<file path="config.mk">
export PLATFORM = sky130hd
export DESIGN_NAME = prng_keystream_ctrl
export DESIGN_NICKNAME = d
export VERILOG_FILES = /design/src/rtl/prng_keystream_ctrl.sv
export SDC_FILE = /design/constraint.sdc
export NUM_CORES = 1
export LEC_CHECK = 0
export ABC_AREA = 1
export BUFFER_PORTS_ARGS = -buffer_cell sky130_fd_sc_hd__buf_4
export CAP_MARGIN = 25
export CORE_MARGIN = 10
export CORE_UTILIZATION = 35
export DETAILED_ROUTE_END_ITERATION = 6
export PLACE_DENSITY = 0.66
export REMOVE_ABC_BUFFERS = 1
export SETUP_SLACK_MARGIN = 0.4
export SYNTH_ARGS = -nofsm -noshare
export SYNTH_HDL_FRONTEND = slang
export SYNTH_SLANG_ARGS = --single-unit
</file>
<file path="constraint.sdc">
create_clock -name clk -period 3 [get_ports clk]
set_input_delay 0.15 -clock clk [delete_from_list [all_inputs] [get_ports clk]]
set_output_delay 0.15 -clock clk [all_outputs]
set_load 0.02 [all_outputs]
</file>
<file path="src/rtl/prng_keystream_ctrl.sv">
// prng_keystream_ctrl: seeds the chaotic PRNG, skips its warm-up outputs and
// buffers packed 24-bit keystream words in a small FIFO for the XOR stage.
module prng_keystream_ctrl #(
  parameter int PRECISION  = 32,
  parameter int CNT_W      = 20,
  parameter int DISCARD    = 16,
  parameter int FIFO_DEPTH = 4
) (
  input  logic                 clk,
  input  logic                 reset_n,
  input  logic                 start,
  input  logic [PRECISION-1:0] seed0,
  input  logic [PRECISION-1:0] seed1,
  input  logic [PRECISION-1:0] seed2,
  input  logic [CNT_W-1:0]     num_words,
  output logic                 prng_tvalid,
  output logic [PRECISION-1:0] prng_x0,
  output logic [PRECISION-1:0] prng_x1,
  output logic [PRECISION-1:0] prng_x2,
  input  logic                 prng_valid,
  input  logic [PRECISION-1:0] prng_r1,
  input  logic [PRECISION-1:0] prng_r2,
  input  logic [PRECISION-1:0] prng_r3,
  output logic                 ks_valid,
  input  logic                 ks_ready,
  output logic [23:0]          ks_data,
  output logic                 busy,
  output logic                 done,
  output logic                 overflow,
  output logic [CNT_W-1:0]     accepted
);
  localparam int AW = $clog2(FIFO_DEPTH);
  localparam int DW = DISCARD > 1 ? $clog2(DISCARD + 1) : 1;
  typedef enum logic [2:0] {IDLE, SEED, WARMUP, RUN, DRAIN, DONE} state_t;
  state_t           r_state, w_next;
  logic [23:0]      r_mem [FIFO_DEPTH];
  logic [AW-1:0]    r_wp, r_rp;
  logic [AW:0]      r_cnt;
  logic [CNT_W-1:0] r_num;
  logic [DW-1:0]    r_disc;
  logic             w_start, w_full, w_pop, w_push, w_last_warm, w_unused;
  assign w_start     = r_state == IDLE && start;
  assign w_full      = r_cnt == (AW + 1)'(FIFO_DEPTH);
  assign ks_valid    = r_cnt != '0;
  assign ks_data     = ks_valid ? r_mem[r_rp] : '0;
  assign w_pop       = ks_valid && ks_ready;
  // A full FIFO still takes the word when the head leaves on the same edge.
  assign w_push      = r_state == RUN && prng_valid && (!w_full || w_pop);
  assign w_last_warm = prng_valid && int'(r_disc) == DISCARD - 1;
  assign prng_tvalid = r_state == SEED;
  assign busy        = r_state != IDLE;
  assign done        = r_state == DONE;
  assign w_unused    = ^{prng_r1[PRECISION-1:8], prng_r2[PRECISION-1:8], prng_r3[PRECISION-1:8]};
  always_comb begin
    w_next = r_state;
    case (r_state)
      IDLE:    w_next = start ? (num_words == '0 ? DONE : SEED) : IDLE;
      SEED:    w_next = DISCARD > 0 ? WARMUP : RUN;
      WARMUP:  w_next = w_last_warm ? RUN : WARMUP;
      RUN:     w_next = w_push && accepted + 1'b1 == r_num ? DRAIN : RUN;
      DRAIN:   w_next = ks_valid ? DRAIN : DONE;
      DONE:    w_next = IDLE;
      default: w_next = IDLE;
    endcase
  end
  always_ff @(posedge clk or negedge reset_n) begin
    if (!reset_n) begin
      r_state  <= IDLE;
      prng_x0  <= '0;
      prng_x1  <= '0;
      prng_x2  <= '0;
      r_num    <= '0;
      r_disc   <= '0;
      r_wp     <= '0;
      r_rp     <= '0;
      r_cnt    <= '0;
      overflow <= 1'b0;
      accepted <= '0;
    end else begin
      r_state <= w_next;
      if (w_start) begin
        prng_x0  <= seed0;
        prng_x1  <= seed1;
        prng_x2  <= seed2;
        r_num    <= num_words;
        r_disc   <= '0;
        r_wp     <= '0;
        r_rp     <= '0;
        r_cnt    <= '0;
        overflow <= 1'b0;
        accepted <= '0;
      end else begin
        if (r_state == WARMUP && prng_valid) r_disc <= r_disc + 1'b1;
        if (r_state == RUN && prng_valid && !w_push) overflow <= 1'b1;
        if (w_push) r_wp <= r_wp + 1'b1;
        if (w_push) accepted <= accepted + 1'b1;
        if (w_pop) r_rp <= r_rp + 1'b1;
        r_cnt <= r_cnt + (AW + 1)'(w_push) - (AW + 1)'(w_pop);
      end
    end
  end
  always_ff @(posedge clk)
    if (w_push) r_mem[r_wp] <= {prng_r1[7:0], prng_r2[7:0], prng_r3[7:0]};
endmodule

</file>
# ---- Yosys cells after proc, flatten, opt, wreduce, memory -nomap -nowiden
# Memory sizes are Yosys's and may differ from the RTL's.
# Index checks and enable logic that the tools add are counted.
dict set report classes {
  reduce_logical 19
  add_sub_neg 6
  mux 20
  eq_ne 8
}
# op count
set op_table {}
lappend op_table {{$mux 20} 2}
lappend op_table {{$mux 24} 1}
lappend op_table {{$add 20x1->20 const B} 1}
lappend op_table {{$eq 20x20->1} 1}
lappend op_table {{$logic_not 20->1} 1}
lappend op_table {{$pmux 3 s5} 1}
lappend op_table {{$mux 3} 4}
lappend op_table {{$mux 5} 2}
lappend op_table {{$eq 3x3->1 const B} 3}
lappend op_table {{$logic_and 1x1->1} 8}
lappend op_table {{$mux 2} 4}
lappend op_table {{$reduce_bool 2->1} 4}
lappend op_table {{$eq 3x2->1 const B} 2}
lappend op_table {{$mux 1} 6}
lappend op_table {{$reduce_bool 3->1} 2}
lappend op_table {{$add 5x1->5 const B} 1}
lappend op_table {{$eq 5x5->1 const B} 1}
lappend op_table {{$add 2x1->2 const B} 2}
lappend op_table {{$add 3x1->3} 1}
lappend op_table {{$eq 3x1->1 const B} 1}
lappend op_table {{$logic_not 3->1} 1}
lappend op_table {{$sub 3x1->3} 1}
lappend op_table {{$logic_not 1->1} 2}
lappend op_table {{$logic_or 1x1->1} 1}
dict set report totals {
  out_inout_bits 145
  input_bits 217
  ram_bits 96
  reg_bits 152
  mem_count 1
  wordCells 65
}
# memory words width read_ports rd_clocked_by_memory_dff write_ports line_no
set mem_list {}
lappend mem_list {r_mem 4 24 1 0 1 36} ;# logic [23:0] r_mem [FIFO_DEPTH];

# ---- Logic depth before layout (Yosys ltp)
# Gate-level depths: netlist of the first run.
dict set report logic_depth {
  depth_word 8
  mapped_depth 15
}

# ---- Worst setup path before layout of the first run
# No wires, ideal clock.
dict set report synth_timing {
  path_kind {register to register}
  from {reg r_state[0]}
  to {mem r_mem[0][0] (enable)}
  stages_incl_launch_ff 8
  setup_time_ns 0.405
  path_slack_ns 0.463
  arrival_time_ns 2.132
  period_less_slack_ns 2.537
  n_path_buf 1
  cell_sequence {dfrtp_1 nand2_1 nor2_2 nand2_1 nor2_4 inv_1 clkbuf_1 nor2_1}
}
dict set report synth_via {
  elab_chain_cells 5
}
# item line_no
set synth_lines {}
lappend synth_lines {{from (decl)} 35} ;# state_t r_state, w_next;
lappend synth_lines {{from (signal assigned)} 80} ;# r_state <= w_next;
lappend synth_lines {{$eq 3x2->1} 48} ;# assign w_push = r_state == RUN && prng_valid && (!w_full || w_pop);
lappend synth_lines {{$logic_and 1x1->1 (2 in series)} 48}
lappend synth_lines {{$mux 1} 103} ;# if (w_push) r_mem[r_wp] <= {prng_r1[7:0], prng_r2[7:0], prng_r3[7:0]};
lappend synth_lines {{$mux 1 (implied by the code)} 103}
lappend synth_lines {{to (decl)} 36}
# No other way between the ends.

# ---- Final worst setup path of the first run
dict set report layout_timing {
  from {reg r_rp[1]}
  to {out ks_data[6]}
}
dict set report layout_via {
  elab_chain_cells 2
}
# item line_no
set layout_lines {}
lappend layout_lines {{from (decl)} 37} ;# logic [AW-1:0] r_wp, r_rp;
lappend layout_lines {{from (signal assigned)} 97} ;# if (w_pop) r_rp <= r_rp + 1'b1;
lappend layout_lines {{$mem_v2 4x24} n/a}
lappend layout_lines {{$mux 24} 45} ;# assign ks_data = ks_valid ? r_mem[r_rp] : '0;
lappend layout_lines {{to (decl)} 26} ;# output logic [23:0] ks_data,
# No other way between the ends.

==> flow_summary.ini, run 1 <==
[run_status]
status = finished, final reports clean

[clocking]
cts_setup_buffers = 0
h-tree-depth = 1
cts_buffer_depth = 3
clk_pin_slew_ps = 60
cts_buffers = 27
cts_tree = yes
cts-root-buf = clkbuf_16
cts_sinks = 248
clock_latency_ps = 530

[grt]
grt_pass1_vias = 9954
grt_use_total_pct = 17.03
grt_overflow = 0
grt_pass1_wl_um = 53150
grt_max_degree = 112
antenna_found_initial = 5

[pwr]
pwr-share-seq_pct = 35.0
power_mw = 14.45
switchingPower_mw = 5.666
p_int_mw = 8.784
leakagePower_nw = 7.327
power_density_nw_per_um2 = 928.1
clkPwrFrac_pct = 23.3
sw_frac_of_total_pct = 39.21
irDropWorstVdd_mv = 0.6415
combPwrFrac_pct = 41.7

[cells_and_area]
fin_nets = 1802
num-fill-cells = 2551
syn2layout_area_growth_pct = 47.09
drive_gt1_share_pct = 23.57

[synthesis]
synth_area_um2 = 10590
synth_top_cells_by_area = dfrtp_1 36%, edfxtp_1 27%, nand2_1 15%
synth-seq-cells = 248
synthDominantCellAreaShare_pct = 35.93
synth_top_cell_by_area = dfrtp_1
netlist_instances = 1146
synth_ff_type = dfrtp_1
ys_warn_count = 0
ys_top_cells_by_count = 430 x nand2_1, 152 x dfrtp_1, 132 x nor2_1, 96 x edfxtp_1, 77 x o21ai_0
synth_most_common_cell = nand2_1
avgSynthCellArea_um2 = 9.237
synth_enable_flop_cells = 96
ys_types = 34
synth-seq-area-share_pct = 63.17
async_flop_share_pct = 61.29

[die]
core_um2 = 29720
dieArea_um2 = 37600
start_util_pct = 35.62
rows = 63
ioPinCount = 362
chipWidth_um = 193.9
die-height_um = 193.9

[sta]
setup_viol = 0
fin_skew_ps = 14.79
slew_violations = 0
worstMarginPinSlew_ps = 772.7
fin_crit_ps = 2343
worst_slack_ps = 657.3
fmax_mhz = 426.9
rsz0062_at_grt = no
fin_crit_sh_pct = 78.09
max_slew_margin_pct = 48.48
hold_viol = 0
holdWs_ps = 78.64

[critical_path]
r2r_setup_slack_ps = 670
critPathMaxFanout = 25
end_kind = output port
crit_type = reg2out
cpMostUsedCell = buf_4
startpoint = r_rp[1]
reg2reg_from = r_state[0]
cp.arrival_ps = 2190
crit_slowest_cell = dfrtp_1
critPathMaxStageDelay_ps = 340
crit_required_ps = 2850
crit_chain = buf_6 > clkinv_1 > buf_4 > nor2_1 > o21ai_0 > a21oi_1 > buf_4
cp-start-kind = register
ff2ff_path_depth = 11
r2r-end = r_cnt[2]

[route]
num_vias = 9382
wl_um = 33490
drtIter0Drc = 428
drc = 0
ant_nets = 0
via_per_inst = 4.717
first_pass_iters = 5
wl_per_cell_um = 16.84

[min_path]
holdCritStartpoint = ks_ready
holdCritPathClass = in2reg
min_path_cells = 5
whs_endpoint = r_rp[1]

[placed_design]
hpwl_um = 21620
io_buffers = 289
pre_cts_ws_ps = 703.2
routabilityCongestion = 0.8623

[run]
maxCapViolations = 0
cell usage in the layout (no fill, tap or decap), drive strengths merged, types with 6 or more instances in the layout:
cell type,instances
clkinv,8
nand2,434
o22ai,15
o21ai,80
clkbuf,35
inv,74
buf,306
nand3b,6
nand4,6
dfrtp,152
nand3,34
ha,9
nor2,141
edfxtp,96
dlygate4sd3,142
a21oi,31
nor3,6
worst max-delay path by stage:
stage / end / slack (ps) / cells after the start
floorplan: accepted[11] / -3290 / 6
global placement: r_cnt[2] / 770 / 11
detailed placement: r_cnt[2] / 700 / 11
CTS: ks_data[14] / 530 / 7
global route: r_cnt[2] / 450 / 11
finish: ks_data[6] / 660 / 7
state kept, by name, summed over array words and instances (netlist names):
register	flops
prng_x1	32
r_num	20
accepted	20
overflow	1
r_disc	5
r_rp	2
prng_x2	32
r_cnt	3
r_mem	96
r_wp	2
prng_x0	32
r_state	3
layout make-up:
cell class	count	area (µm²)	share of cell area, %
Tap cell	390	488.0	3.134
Sequential cell	248	6686	42.94
Timing Repair Buffer	448	3751	24.09
Multi-Input combinational cell	775	3452	22.17
Inverter	75	282.8	1.816
Antenna cell	4	10.01	0.06429
Clock buffer	35	745.7	4.789
Clock inverter	14	153.9	0.9884
through the flow:
step	instances	setup TNS, ps	util, %	cell area, µm²
finish	1989	0	52.39	15570
global route	1989	0	52.39	15570
CTS	1985	0	52.35	15560
detailed placement	1794	0	44.54	13240
global placement	1794	0	44.54	13240
floorplan	1098	-371770	-	10390
kinds of logic after synthesis:
group / Yosys count / synth area share [%]
flops: 248 / 63.17
simple gates: 630 / 24.07
buf+inv: 123 / 4.492
xor+xnor: 6 / 0.6265
compound gates: 129 / 6.395
fa+ha+maj: 10 / 1.253
power by group through the flow:
| stage | combinational, mW | sequential [mW] | clock, mW |
|---|---|---|---|
| after floorplan | 2.46 | 5.83 | 0 |
| after global placement | 5.83 | 5.04 | 0 |
| after detailed placement | 5.91 | 5.05 | 0 |
| after CTS | 6.07 | 5.02 | 3.44 |
| after global routing | 6.67 | 5.16 | 3.60 |
| final | 6.03 | 5.06 | 3.36 |
routing by layer:
layer / vias to the layer above / part of all wire (%) / GRT usage [%]
li1: 4542 / - / -
met1: 4452 / 41 / 20.55
met2: 328 / 47 / 27.99
met3: 58 / 8.9 / 5.671
met4: 2 / 2.7 / 5.735
met5: - / 0.039 / 0
timing repair:
item,CTS,global route
hold buffers,142,0
endpoints found under the setup margin,0,1
endpoints found under the hold margin,273,0
resized for setup,0,1
critical path: cells and delay by family, from the launching register on:
kind                   cells  cell delay, ps
flip-flops                 1             340
AND/OR/NAND/NOR            1             120
buffers and inverters      4             850
AO/OA/AOI/OAI              2             350
(Power assumes the default switching activity.)
==> run 2, diff against run 1 <==
PLACE_DENSITY = 0.68   (was 0.66)
clock period = 2.1 ns   (was 3 ns; I/O delays follow)
==> run 2 against run 1 <==
Effect of this change:
- via count rose by 4.0%
- clock power increased by 36%
- global-route usage up 0.75 points
- combinational power is 62% higher
- wire length grew 6.3%
- design area is 4.5% higher
- critical path type unchanged
- sequential power rose by 43%
- highest routed layer unchanged
- setup slack worse by 510 ps
- total power is 49% higher
==> flow_summary.ini, run 2 (same netlist as run 1, synthesis figures left out) <==
[run_status]
status = finished, final reports clean

[sta]
hold_viol = 0
fin_crit_ps = 1955
fmax_mhz = 511.4
worstMarginPinSlew_ps = 438.3
setup_tns_ps = 0
max_slew_margin_pct = 70.78
fin_crit_sh_pct = 93.12
rsz0062_at_grt = yes
slew_violations = 0
fin_skew_ps = 10.81
setup_viol = 0

[clocking]
clock_latency_ps = 530
h-tree-depth = 1
cts_buffer_depth = 3
clk_pin_slew_ps = 70
cts-root-buf = clkbuf_16
cts_sinks = 248
cts_buffers = 27
cts_tree = yes

[route]
first_pass_iters = 5
drc = 0
via_per_inst = 4.815
num_vias = 9755
drtIter0Drc = 575
wl_per_cell_um = 17.56
wl_um = 35590
ant_nets = 0

[die]
rows = 63
dieArea_um2 = 37600
chipWidth_um = 193.9
core_um2 = 29720
start_util_pct = 35.62
die-height_um = 193.9
ioPinCount = 362

[cells_and_area]
final_cell_mix = 421 x nand2_1, 314 x buf_4, 144 x dfrtp_1
num-fill-cells = 2452
largest_register_ffs = 96
antenna_cells = 0
fin_nets = 1843
final_common_cell = nand2_1
top_register = r_mem
syn2layout_area_growth_pct = 53.71
drive_gt1_share_pct = 28.36

[critical_path]
end_kind = output port
crit_chain = buf_12 > nor2_1 > nor2_1 > o21ai_0 > a21oi_1 > buf_4
crit_required_ps = 2000
cp-start-kind = register
cpMostUsedCell = nor2_1
cp.arrival_ps = 1850
critPathMaxStageDelay_ps = 460
crit_slowest_cell = dfrtp_2
crit_type = reg2out
ff2ff_path_depth = 8
cpLargestDelayFamily = flip-flops
r2r_setup_slack_ps = 150
crit_buf_inv = 2
critPathMaxFanout = 23
reg2reg_from = r_cnt[2]
r2r-end = r_cnt[1]

[pwr]
power_mw = 21.60
power_density_nw_per_um2 = 1327
irDropWorstVdd_mv = 0.9059
leakagePower_nw = 7.605

[run]
maxCapViolations = 0

[grt]
antenna_found_initial = 1
grt_max_degree = 73
grt_pass1_wl_um = 55350
grt_pass1_vias = 10220
grt_overflow = 0
grt_use_total_pct = 17.78

[placed_design]
routabilityCongestion = 0.9083
hpwl_um = 22290
io_buffers = 289

[min_path]
holdCritPathClass = in2async
run 2: cell count changes in the layout (fill, tap and decap cells not counted), sizes merged:
cell      delta
inv          -2
bufinv       -2
buf         +37
clkinv       +4
diode        -4
clkinvlp     +1
clkbuf       +3
run 2: worst reg2reg max path: cells and delay by family, from the launching register on:
family / cells / cell delay [ps]
simple gates: 3 / 370
fa+ha+maj: 3 / 990
flops: 1 / 440
buf+inv: 2 / 90
run 2: what timing repair did:
action	in CTS	in global routing
hold buffers	142	0
gates cloned	2	4
pin swaps	7	23
buffers inserted	10	14
hold endpoints to repair	367	0
setup endpoints to repair	149	216
gates resized for setup	43	62
run 2: stage by stage:
stage	hold WS (ps)	utilization (%)	instance area, µm²	instances	setup slack, ps
after floorplan	-190.6	-	10390	1098	-4190
after global placement	53.66	45.11	13410	1805	78.04
after detailed placement	58.29	45.11	13410	1805	43.72
after CTS	52.05	53.63	15940	2008	109.8
after global routing	66.90	54.75	16270	2026	12.72
final	53.30	54.75	16270	2026	144.5
run 2: metal layers:
| layer | GRT usage (%) | share of wire [%] |
|---|---|---|
| met3 | 5.567 | 9.3 |
| met5 | 0 | 0.056 |
| met2 | 30.09 | 48 |
| met1 | 20.84 | 39 |
| met4 | 6.303 | 3.2 |
run 2: final cells by class:
| type | instances | area, µm² | area share, % |
|---|---|---|---|
| Timing Repair inverter | 2 | 15.01 | 0.09228 |
| Timing Repair Buffer | 487 | 4308 | 26.48 |
| Sequential cell | 248 | 6696 | 41.16 |
| Inverter | 75 | 301.5 | 1.853 |
| Clock buffer | 36 | 759.5 | 4.668 |
| Tap cell | 390 | 488.0 | 2.999 |
| Multi-Input combinational cell | 775 | 3600 | 22.12 |
| Clock inverter | 13 | 102.6 | 0.6306 |
run 2: how the worst max path moves through the flow:
| stage | start | to | slack, ps | depth (start not counted) |
|---|---|---|---|---|
| floorplan | r_state[1] | accepted[11] | -4190 | 6 |
| global placement | r_cnt[1] | r_cnt[2] | 80 | 11 |
| detailed placement | r_cnt[1] | r_cnt[2] | 40 | 11 |
| CTS | r_rp[0] | ks_data[14] | 110 | 6 |
| global route | accepted[1] | r_state[0] | 10 | 14 |
| finish | r_rp[0] | ks_data[17] | 140 | 6 |
run 2: where the power goes:
| group | switching, mW | leakage, nW | internal, mW |
|---|---|---|---|
| clock | 1.92 | 0.421 | 2.66 |
| combinational | 5.72 | 4.40 | 4.05 |
| sequential | 0.892 | 2.78 | 6.36 |
| total | 8.53 | 7.61 | 13.1 |
